File: config.mk
export PLATFORM = sky130hd
export DESIGN_NAME = password_ctrl_flat
export DESIGN_NICKNAME = d
export VERILOG_FILES = /design/src/rtl/password_ctrl_if.sv /design/src/rtl/password_ctrl.sv /design/src/flat_wrapper.sv
export SDC_FILE = /design/constraint.sdc
export NUM_CORES = 1
export LEC_CHECK = 0
export ABC_AREA = 1
export CAP_MARGIN = 25
export CORE_MARGIN = 4
export CORE_UTILIZATION = 50
export DETAILED_ROUTE_END_ITERATION = 12
export GPL_ROUTABILITY_DRIVEN = 0
export GPL_TIMING_DRIVEN = 0
export HOLD_SLACK_MARGIN = 0.15
export PLACE_DENSITY = 0.66
export SYNTH_ARGS = -nofsm -noshare
export SYNTH_HDL_FRONTEND = slang
export SYNTH_SLANG_ARGS = --single-unit
export TNS_END_PERCENT = 30
File: constraint.sdc
create_clock -name clk -period 2.4 [get_ports clk]
set_input_delay 0.48 -clock clk [delete_from_list [all_inputs] [get_ports clk]]
set_output_delay 0.48 -clock clk [all_outputs]
set_load 0.05 [all_outputs]
File: src/rtl/password_ctrl_if.sv
// Signal bundle between the debounced switch/button front end, the password
// controller, and the LED/7-segment display logic.
interface password_ctrl_if;
    logic [9:0] sw_clean;
    logic       btn_enter;
    logic       btn_clear;
    logic       unlocked;
    logic       error;
    logic       locked_out;
    logic [2:0] digit_count;
    logic [1:0] attempts_left;
    logic [2:0] state;

    modport master (
        output sw_clean, btn_enter, btn_clear,
        input  unlocked, error, locked_out, digit_count, attempts_left, state
    );

    modport slave (
        input  sw_clean, btn_enter, btn_clear,
        output unlocked, error, locked_out, digit_count, attempts_left, state
    );
endinterface

File: src/rtl/password_ctrl.sv
// Password lock sequencer: collects a 4-digit BCD code, checks it, and drives
// timed unlock/error/lockout indications with a retry limit.
module password_ctrl #(
    parameter logic [15:0] PASSWORD    = 16'h1234,
    parameter int unsigned MAX_TRIES   = 3,
    parameter int unsigned OPEN_CYCLES = 50_000_000,
    parameter int unsigned ERR_CYCLES  = 25_000_000,
    parameter int unsigned LOCK_CYCLES = 250_000_000
) (
    input  logic            clk,
    input  logic            rst_n,
    password_ctrl_if.slave  bus
);
    localparam int unsigned TIMER_W = 32;
    localparam int unsigned BUF_W   = 16;

    localparam logic [2:0] ST_ENTRY   = 3'd0;
    localparam logic [2:0] ST_CHECK   = 3'd1;
    localparam logic [2:0] ST_OPEN    = 3'd2;
    localparam logic [2:0] ST_FAIL    = 3'd3;
    localparam logic [2:0] ST_LOCKOUT = 3'd4;

    localparam logic [1:0]         TRIES_INIT = 2'(MAX_TRIES);
    localparam logic [TIMER_W-1:0] OPEN_LOAD  = TIMER_W'(OPEN_CYCLES - 1);
    localparam logic [TIMER_W-1:0] ERR_LOAD   = TIMER_W'(ERR_CYCLES - 1);
    localparam logic [TIMER_W-1:0] LOCK_LOAD  = TIMER_W'(LOCK_CYCLES - 1);

    logic [2:0]         r_state;
    logic [BUF_W-1:0]   r_buf;
    logic [2:0]         r_cnt;
    logic [1:0]         r_att;
    logic [TIMER_W-1:0] r_timer;
    logic               r_enter_q;
    logic               r_clear_q;
    logic               r_unlocked;
    logic               r_error;
    logic               r_locked_out;

    logic [2:0]         w_state_nxt;
    logic [BUF_W-1:0]   w_buf_nxt;
    logic [2:0]         w_cnt_nxt;
    logic [1:0]         w_att_nxt;
    logic [TIMER_W-1:0] w_timer_nxt;
    logic               w_enter_press;
    logic               w_clear_press;
    logic [3:0]         w_digit;
    logic               w_timer_done;

    assign w_enter_press = bus.btn_enter & ~r_enter_q;
    assign w_clear_press = bus.btn_clear & ~r_clear_q;
    assign w_digit       = bus.sw_clean[3:0];
    assign w_timer_done  = (r_timer == '0);

    // Next-state logic; clear has priority over enter in ENTRY and OPEN.
    always_comb begin
        w_state_nxt = r_state;
        w_buf_nxt   = r_buf;
        w_cnt_nxt   = r_cnt;
        w_att_nxt   = r_att;
        w_timer_nxt = r_timer;
        case (r_state)
            ST_ENTRY: begin
                if (w_clear_press) begin
                    w_buf_nxt = '0;
                    w_cnt_nxt = 3'd0;
                end else if (w_enter_press && (w_digit <= 4'd9)) begin
                    w_buf_nxt = {r_buf[BUF_W-5:0], w_digit};
                    w_cnt_nxt = r_cnt + 3'd1;
                    if (r_cnt == 3'd3) begin
                        w_state_nxt = ST_CHECK;
                    end
                end
            end
            ST_CHECK: begin
                w_buf_nxt = '0;
                w_cnt_nxt = 3'd0;
                if (r_buf == PASSWORD) begin
                    w_state_nxt = ST_OPEN;
                    w_att_nxt   = TRIES_INIT;
                    w_timer_nxt = OPEN_LOAD;
                end else if (r_att > 2'd1) begin
                    w_state_nxt = ST_FAIL;
                    w_att_nxt   = r_att - 2'd1;
                    w_timer_nxt = ERR_LOAD;
                end else begin
                    w_state_nxt = ST_LOCKOUT;
                    w_att_nxt   = 2'd0;
                    w_timer_nxt = LOCK_LOAD;
                end
            end
            ST_OPEN: begin
                if (w_clear_press || w_timer_done) begin
                    w_state_nxt = ST_ENTRY;
                    w_timer_nxt = '0;
                end else begin
                    w_timer_nxt = r_timer - TIMER_W'(1);
                end
            end
            ST_FAIL: begin
                if (w_timer_done) begin
                    w_state_nxt = ST_ENTRY;
                end else begin
                    w_timer_nxt = r_timer - TIMER_W'(1);
                end
            end
            ST_LOCKOUT: begin
                if (w_timer_done) begin
                    w_state_nxt = ST_ENTRY;
                    w_att_nxt   = TRIES_INIT;
                end else begin
                    w_timer_nxt = r_timer - TIMER_W'(1);
                end
            end
            default: begin
                w_state_nxt = ST_ENTRY;
                w_buf_nxt   = '0;
                w_cnt_nxt   = 3'd0;
                w_timer_nxt = '0;
            end
        endcase
    end

    // State, datapath and registered indication outputs.
    always_ff @(posedge clk or negedge rst_n) begin
        if (!rst_n) begin
            r_state      <= ST_ENTRY;
            r_buf        <= '0;
            r_cnt        <= 3'd0;
            r_att        <= TRIES_INIT;
            r_timer      <= '0;
            r_enter_q    <= 1'b0;
            r_clear_q    <= 1'b0;
            r_unlocked   <= 1'b0;
            r_error      <= 1'b0;
            r_locked_out <= 1'b0;
        end else begin
            r_state      <= w_state_nxt;
            r_buf        <= w_buf_nxt;
            r_cnt        <= w_cnt_nxt;
            r_att        <= w_att_nxt;
            r_timer      <= w_timer_nxt;
            r_enter_q    <= bus.btn_enter;
            r_clear_q    <= bus.btn_clear;
            r_unlocked   <= (w_state_nxt == ST_OPEN);
            r_error      <= (w_state_nxt == ST_FAIL);
            r_locked_out <= (w_state_nxt == ST_LOCKOUT);
        end
    end

    assign bus.unlocked      = r_unlocked;
    assign bus.error         = r_error;
    assign bus.locked_out    = r_locked_out;
    assign bus.digit_count   = r_cnt;
    assign bus.attempts_left = r_att;
    assign bus.state         = r_state;
endmodule

File: src/flat_wrapper.sv
// flat-port wrapper written by rule: the top's interface ports become plain ports
module password_ctrl_flat 
#(
    parameter logic [15:0] PASSWORD    = 16'h1234,
    parameter int unsigned MAX_TRIES   = 3,
    parameter int unsigned OPEN_CYCLES = 50_000_000,
    parameter int unsigned ERR_CYCLES  = 25_000_000,
    parameter int unsigned LOCK_CYCLES = 250_000_000
)
  (clk, rst_n, bus_sw_clean, bus_btn_enter, bus_btn_clear, bus_unlocked, bus_error, bus_locked_out, bus_digit_count, bus_attempts_left, bus_state);
  password_ctrl_if bus_i ();
  input  logic clk;
  input  logic rst_n;
  input wire logic [$bits(bus_i.sw_clean)-1:0] bus_sw_clean;
  input wire logic [$bits(bus_i.btn_enter)-1:0] bus_btn_enter;
  input wire logic [$bits(bus_i.btn_clear)-1:0] bus_btn_clear;
  output wire logic [$bits(bus_i.unlocked)-1:0] bus_unlocked;
  output wire logic [$bits(bus_i.error)-1:0] bus_error;
  output wire logic [$bits(bus_i.locked_out)-1:0] bus_locked_out;
  output wire logic [$bits(bus_i.digit_count)-1:0] bus_digit_count;
  output wire logic [$bits(bus_i.attempts_left)-1:0] bus_attempts_left;
  output wire logic [$bits(bus_i.state)-1:0] bus_state;
  assign bus_i.sw_clean = bus_sw_clean;
  assign bus_i.btn_enter = bus_btn_enter;
  assign bus_i.btn_clear = bus_btn_clear;
  assign bus_unlocked = bus_i.unlocked;
  assign bus_error = bus_i.error;
  assign bus_locked_out = bus_i.locked_out;
  assign bus_digit_count = bus_i.digit_count;
  assign bus_attempts_left = bus_i.attempts_left;
  assign bus_state = bus_i.state;
  password_ctrl #(.PASSWORD(PASSWORD), .MAX_TRIES(MAX_TRIES), .OPEN_CYCLES(OPEN_CYCLES), .ERR_CYCLES(ERR_CYCLES), .LOCK_CYCLES(LOCK_CYCLES)) u_core (.clk(clk), .rst_n(rst_n), .bus(bus_i));
endmodule
# Word-level counts from Yosys, hierarchy flattened
# Index checks and enable logic that the tools add are counted.
[totals]
register_bits = 61
inputBits = 14
out_inout_bits = 11
word_cells = 66
[op_classes]
addsub = 3
order_cmp = 2
eq_ne = 12
muxes = 23
bitwise = 6
n_reduce_logical = 10
[op_table]
columns = ["op", "n"]
rows = [
  ["$pmux 32 s4", 1],
  ["$mux 32", 3],
  ["$logic_not 32->1", 1],
  ["$mux 16", 2],
  ["$pmux 16 s2", 1],
  ["$sub 32x1->32 const B", 1],
  ["$mux 28", 1],
  ["$mux 3", 9],
  ["$eq 16x13->1 const B", 1],
  ["$eq 3x2->1 const B", 5],
  ["$pmux 3 s4", 1],
  ["$eq 3x3->1 const B", 2],
  ["$mux 2", 3],
  ["$pmux 3 s2", 1],
  ["$reduce_and 2->1", 3],
  ["$le 4x4->1 const B", 1],
  ["$not 1->1", 4],
  ["$pmux 2 s2", 1],
  ["$add 3x1->3 const B", 1],
  ["$eq 3x1->1 const B", 1],
  ["$logic_not 3->1", 1],
  ["$ne 3x1->1 const B", 1],
  ["$reduce_or 3->1", 1],
  ["$and 1x1->1", 2],
  ["8 further kinds", 8],
]

# Longest topological paths before layout
# Gate-level depths: netlist of the first run.
[logic_depth]
depth_word = 7
mapped_depth = 12
mapped_depth_nobuf = 11

# Worst setup path before layout of the first run
# No wires, ideal clock.
[synth_timing]
path_type = "flip-flop to flip-flop"
from = "reg u_core.r_state[1], in the netlist u_core.bus.state[1]"
to = "reg u_core.r_timer[15]"
setup_time_ns = 0.066
arrival_time_ns = 1.706
required_time_ns = 2.334
path_slack_ns = 0.629
path_stages_with_launch = 10
path_buffers = 1
period_less_slack_ns = 1.771
path_cell_list = "dfrtp_1 > nor2_1 > nand2_1 > o21ai_2 > nand2_4 > nand3_2 > nor2_4 > buf_6 > nand2_1 > nand2_1"
[synth_via]
elab_chain_cells = 4
word_cells_on_any_way = 10
classes_between = "5 x eq/ne; 1 x mux; 1 x bitwise; 3 x reduce/logical"
[synth_rtl]
columns = ["element", "line_no", "rtl"]
rows = [
  ["start: declaration", "password_ctrl.sv:28", "logic [2:0] r_state;"],
  ["start signal: assignment", "password_ctrl.sv:137", "r_state <= w_state_nxt;"],
  ["$eq 3x2->1 or $eq 3x3->1 (tied branches)", "password_ctrl.sv:61", "case (r_state)"],
  ["$reduce_or 2->1 (no source line)", "-", ""],
  ["$ne 2x2->1 (no source line)", "-", ""],
  ["$reduce_and 2->1 (no source line)", "-", ""],
  ["end signal: assignment", "password_ctrl.sv:141", "r_timer <= w_timer_nxt;"],
  ["end: declaration", "password_ctrl.sv:32", "logic [TIMER_W-1:0] r_timer;"],
]
# Parallel ways exist; a longest one is shown, timed or not.
# A chain may end at the register's enable or synchronous reset.

# Worst setup path after layout of the first run
[layout_timing]
from = "reg u_core.r_att[1], in the netlist u_core.bus.attempts_left[1]"
to = "out bus_attempts_left[1]"
[layout_rtl]
columns = ["element", "line_no", "rtl"]
rows = [
  ["start: declaration", "password_ctrl.sv:31", "logic [1:0] r_att;"],
  ["start signal: assignment", "password_ctrl.sv:140", "r_att <= w_att_nxt;"],
  ["end: declaration", "flat_wrapper.sv:21", "output wire logic [$bits(bus_i.attempts_left)-1:0] bus_attempts_left;"],
]
# No word-level cell between the ends.

==> results.yml, run 1 <==
cts:
  cts.sinks: 61
  ctsRootBufferMaster: "clkbuf_8"
  cts_tree: "done"
  cts.clk_slew.worst_paths_ps: 70
  cts_hold_repair.buffers: 0
  cts_buffer_depth: 2
  cts_resized: 0
  numCtsBuffers: 9
  cts.htree.levels: 3
  clk_latency_ps: 340
  post-cts-setup-buffers: 0
routing:
  num_vias: 2927
  vias_per_cell: 5.29
  finalWirelength_um: 7810
  drc: 0
  antenna_left: 0
  drt-pass1-iter-count: 5
  wl_per_cell_um: 14.1
  initialDrtViolationCount: 185
synth:
  yosysUniqueCellTypes: 34
  yosysWarnings: 0
  synth_top_area_frac: 0.431
  synthFlopType: "dfrtp_1"
  syn_inst: 441
  synth_top_area_cell: "dfrtp_1"
  syn_area_mm2: 0.00343
  yosys-top-cells-count: "116 x nand2_1, 65 x nor2_1, 59 x dfrtp_1"
  async_flop_share: 1.00
  ys_ff_latch: 61
  syn_avg_cell_area_um2: 7.77
  synth-seq-area-share: 0.446
  synth_edf_count: 0
  ys_top_cells_by_area: "dfrtp_1 43%, nand2_1 13%, nor2_1 7.1%"
  synth_nets: 458
  yosysMostFrequentCell: "nand2_1"
timing:
  holdWs_ps: 201
  rsz0062_at_grt: "no"
  maxSlewViolCount: 0
  hold_violations: 0
  finalSetupViolations: 0
  tightest_slew_ps: 736
  fin_crit_sh: 0.922
  slew_headroom: 0.509
  fin_crit_ps: 2210
  fmax_ghz: 0.452
  skew_ps: 7.45
  timing.setup.tns_ps: 0
status:
  status: "finished, final reports clean"
worst_setup_path:
  cpLargestDelayFamily: "buffers and inverters"
  path_class: "flop to primary output"
  critPathArrivalTime_ps: 1730
  cp-end-kind: "primary output"
  cpPeakStageDelay_ps: 820
  path_cells: "clkdlybuf4s50_1"
  critPathBufInv: 1
  slowest_stage: "clkdlybuf4s50_1"
  worstPathMaxFanout: 5
  worstPathRequired_ps: 1920
  critPathLaunchType: "flop"
layout:
  final_nets: 488
  drive_above_1_share: 0.111
  area_growth_syn_to_layout_pct: 14.1
  antennaDiodeCount: 0
  n_fill_cell: 592
  fin_util: 0.602
  final_cells: 553
global_route:
  grt_pass1_wl_um: 13400
  antenna_found_initial: 0
  gr-total-overflow: 0
  grtUsageTotal: 0.203
  grt_max_degree: 32
  grt_pass1_vias: 2867
pwr:
  power_w: 0.00198
  p_leak_nw: 1.77
  peakVddDrop_v: 0.000350
  powerDensity_mw_per_mm2: 506
run:
  maxCapViolations: 0
floorplanning:
  rows: 29
  die_h_um: 90.8
  core_region_area_mm2: 0.00649
  dieArea_mm2: 0.00824
  die_x_um: 90.8
  initial_core_util: 0.528
  io_pins: 25
place:
  dp.cells: 537
  numPortBuffers: 18
  hpwl_um: 5660
hold_path:
  hold_class: "input port to asynchronous set/reset pin"
==> report_power, final <==
group          switching (W)  internal (W)
sequential        0.00000201       0.00103
combinational      0.0000280     0.0000156
clock               0.000396      0.000505
total               0.000426       0.00155
==> path summary, 6_finish.rpt <==
kind	startpoint	endpoint	slack, ps	cells past startpoint
max in group asynchronous	rst_n	u_core.bus.attempts_left[0]	1520	2
setup / recovery	u_core.bus.attempts_left[1]	bus_attempts_left[1]	190	1
min in group clk	u_core.r_buf[12]	u_core.r_buf[12]	500	2
hold / removal	rst_n	u_core.r_timer[2]	200	1
setup reg to reg	u_core.r_timer[0]	u_core.r_timer[12]	400	12
hold reg to reg	u_core.r_buf[12]	u_core.r_buf[12]	500	2
==> layout by cell type (no fill, tap or decap), types with 2 or more instances in the layout <==
cell               n
ha_1               3
buf_6              5
nand2_2            3
nor2_4             4
clkinv_2           2
inv_1             45
a21oi_1           29
clkbuf_8          10
nor2_1            65
nor2_2             6
nand3_2            2
nand2_4            3
dfrtp_1           59
o21ai_0           10
o211ai_1           2
nand3_1           16
clkbuf_1           2
inv_2              3
o22ai_1           12
dfstp_2            2
nand4_1           14
xnor2_1           11
a31o_2             2
nand2_1          116
buf_2              5
xor2_1            11
nand3b_1           2
clkdlybuf4s50_1   17
nor3_1             3
==> per-layer routing <==
layer | part of all wire | GRT usage
met1 | 0.47 | 0.275
met2 | 0.46 | 0.310
met3 | 0.051 | 0.0408
met4 | 0.020 | 0.0967
met5 | 0 | 0
==> cells by family after synthesis <==
kind of cell               synth area share
adders and majority gates            0.0110
xor gates and xnor gates             0.0562
AOI/OAI and AO/OA                    0.0949
buffers and inverters                0.0759
and+or+nand+nor                       0.316
DFF                                   0.446
==> sequential cells by signal, summed over array words and instances (netlist names) <==
signal                    flops
u_core.r_buf                 16
u_core.r_clear_q              1
u_core.r_timer               32
u_core.bus.locked_out         1
u_core.r_enter_q              1
u_core.bus.error              1
u_core.bus.unlocked           1
u_core.bus.state              3
u_core.bus.attempts_left      2
u_core.bus.digit_count        3
==> final cells by class <==
cell class | instances | area (um^2) | area share
clock inverter | 4 | 47.5 | 0.0122
inverter | 48 | 180 | 0.0461
clock buffer | 12 | 145 | 0.0371
multi-input combinational | 322 | 1640 | 0.419
tap | 77 | 96.3 | 0.0246
buffer | 10 | 80.1 | 0.0205
sequential | 61 | 1530 | 0.391
timing repair buffer | 19 | 195 | 0.0499
==> per-stage QoR <==
step	instance area [um^2]	setup WS [ps]
6_report	3910	188
2_1_floorplan	3430	629
5_1_grt	3910	128
3_5_place_dp	3720	307
3_3_place_gp	3700	-1150
4_1_cts	3910	174
Note: power is estimated with default switching activity, not from simulation.
==> run 2: changes to the inputs <==
Settings changed: SETUP_SLACK_MARGIN set to 0.5, TNS_END_PERCENT 30 to not set.
==> run 2 against run 1 <==
  * Non-clock buffer count increased by 11
  * Hold slack got worse by 5.6 ps
  * Cell count increased by 2.0%
  * Flip-flop and latch count did not move
  * Die area is the same
  * First-iteration DRC count is 0.54% higher
  * Critical path type unchanged
  * Highest routed layer unchanged
==> results.yml, run 2 (synthesis results as in run 1) <==
timing:
  fmax_ghz: 0.542
  slew_headroom: 0.511
  finalSetupViolations: 0
  hold_violations: 0
  fin_crit_sh: 0.769
  setup_slack_ps: 554
  maxSlewViolCount: 0
  fin_crit_ps: 1850
  rsz0062_at_grt: "no"
  tightest_slew_ps: 733
  skew_ps: 6.04
  timing.setup.tns_ps: 0
worst_setup_path:
  critPathArrivalTime_ps: 1370
  critPathBufInv: 1
  r2r-start: "u_core.bus.state[1]"
  path_cells: "clkdlybuf4s15_1"
  path_class: "flop to primary output"
  timing.rr.end: "u_core.r_timer[7]"
  cpPeakStageDelay_ps: 550
  cp-end-kind: "primary output"
  cpLargestDelayFamily: "buffers and inverters"
  regToRegSetupSlack_ps: 600
  worstPathRequired_ps: 1920
  critPathLaunchType: "flop"
  reg2reg_depth: 8
  slowest_stage: "clkdlybuf4s15_1"
  worstPathMaxFanout: 7
place:
  dp.cells: 537
  numPortBuffers: 18
  hpwl_um: 5660
  place_ws_ps: 307
global_route:
  antenna_found_initial: 0
  met2_usage: 0.311
  gr-total-overflow: 0
  grtUsageTotal: 0.203
  grt_pass1_wl_um: 13400
  gr-usage-met3: 0.0408
  grt_pass1_vias: 2871
  grt_util_met1: 0.275
  grt_max_degree: 32
  top_usage_layer: "met2"
layout:
  layout_commonest_cell: "nand2_1"
  area_growth_syn_to_layout_pct: 19.0
  fin_util: 0.628
  antennaDiodeCount: 0
  n_fill_cell: 564
  layout_common_cells: "115 x nand2_1, 55 x dfrtp_1, 50 x nor2_1, 43 x inv_1, 28 x a21oi_1"
  regMostFlops: "u_core.r_timer"
  drive_above_1_share: 0.185
  final_cells: 564
  top_regs: "u_core.r_timer x32, u_core.r_buf x16"
  final_nets: 499
  largest_reg_flops: 32
routing:
  wl_per_cell_um: 14.4
  drc: 0
  num_vias: 3021
  vias_per_cell: 5.36
  initialDrtViolationCount: 186
  drt-pass1-iter-count: 5
  finalWirelength_um: 8140
  antenna_left: 0
cts:
  ctsRootBufferMaster: "clkbuf_8"
  clk_latency_ps: 340
  cts_hold_repair.buffers: 0
  cts.clk_slew.worst_paths_ps: 70
  cts_tree: "done"
  cts.sinks: 61
  numCtsBuffers: 9
  cts_buffer_depth: 2
  cts.htree.levels: 3
floorplanning:
  die_h_um: 90.8
  initial_core_util: 0.528
  core_region_area_mm2: 0.00649
  dieArea_mm2: 0.00824
  io_pins: 25
  die_x_um: 90.8
  rows: 29
status:
  status: "finished, final reports clean"
pwr:
  power_w: 0.00198
  p_leak_nw: 1.84
  peakVddDrop_v: 0.000349
  powerDensity_mw_per_mm2: 486
run:
  maxCapViolations: 0
hold_path:
  hold_class: "input port to asynchronous set/reset pin"
[run 2: cell count changes in the layout (fill, tap and decap cells not counted), moves of 4 or more]
cell	before	now
nor2_1	65	50
clkdlybuf4s50_1	17	6
dlygate4sd2_1	0	8
dfrtp_1	59	55
buf_4	0	11
nor2_4	4	8
nor2_2	6	17
dfrtp_2	0	4
[run 2: metal layers]
layer	up-vias	wire length, um
met5	-	0
met4	0	198
met3	20	489
met2	111	3830
met1	1392	3630
li1	1498	-
[run 2: per-stage QoR]
stage	hold WS, ps	area (um^2)
after floorplan	184	3430
final	195	4080
after global routing	252	4080
after detailed placement	486	3720
after global placement	490	3700
after CTS	214	3930
[run 2: what timing repair did]
action / in CTS / in global routing
setup endpoints to repair: 38 / 39
buffers inserted: 1 / 10
pin swaps: 3 / 10
resized for setup: 18 / 30
cloned: 0 / 0
[run 2: power breakdown]
group	switching (W)	internal (W)	leakage, nW	total, W
Combinational	0.0000279	0.0000150	1.13	0.0000429
Clock	0.000402	0.000505	0.0964	0.000907
Sequential	0.00000188	0.00103	0.618	0.00103
[run 2: worst max path at each step]
stage                                            from              endpoint  slack [ps]  cells after the start
after floorplan                   u_core.bus.state[1]    u_core.r_timer[15]         630                      9
after global placement                          rst_n   u_core.bus.state[2]       -1150                      1
after detailed placement              bus_sw_clean[1]      u_core.r_buf[14]         310                      8
after CTS                 u_core.bus.attempts_left[1]  bus_attempts_left[1]         450                      1
after global routing                u_core.r_timer[8]     u_core.r_timer[0]         430                     11
final                             u_core.bus.state[2]          bus_state[2]         550                      1
[run 2: cell type report]
class                   count  area, um^2  area share
multi-input cells         322        1740       0.426
repair buffers             30         258      0.0632
flip-flops and latches     61        1530       0.376
well taps                  77        96.3      0.0236
inverters                  48         180      0.0442
clock inverters             4        47.5      0.0117
clock buffers              12         145      0.0356
plain buffers              10        80.1      0.0196
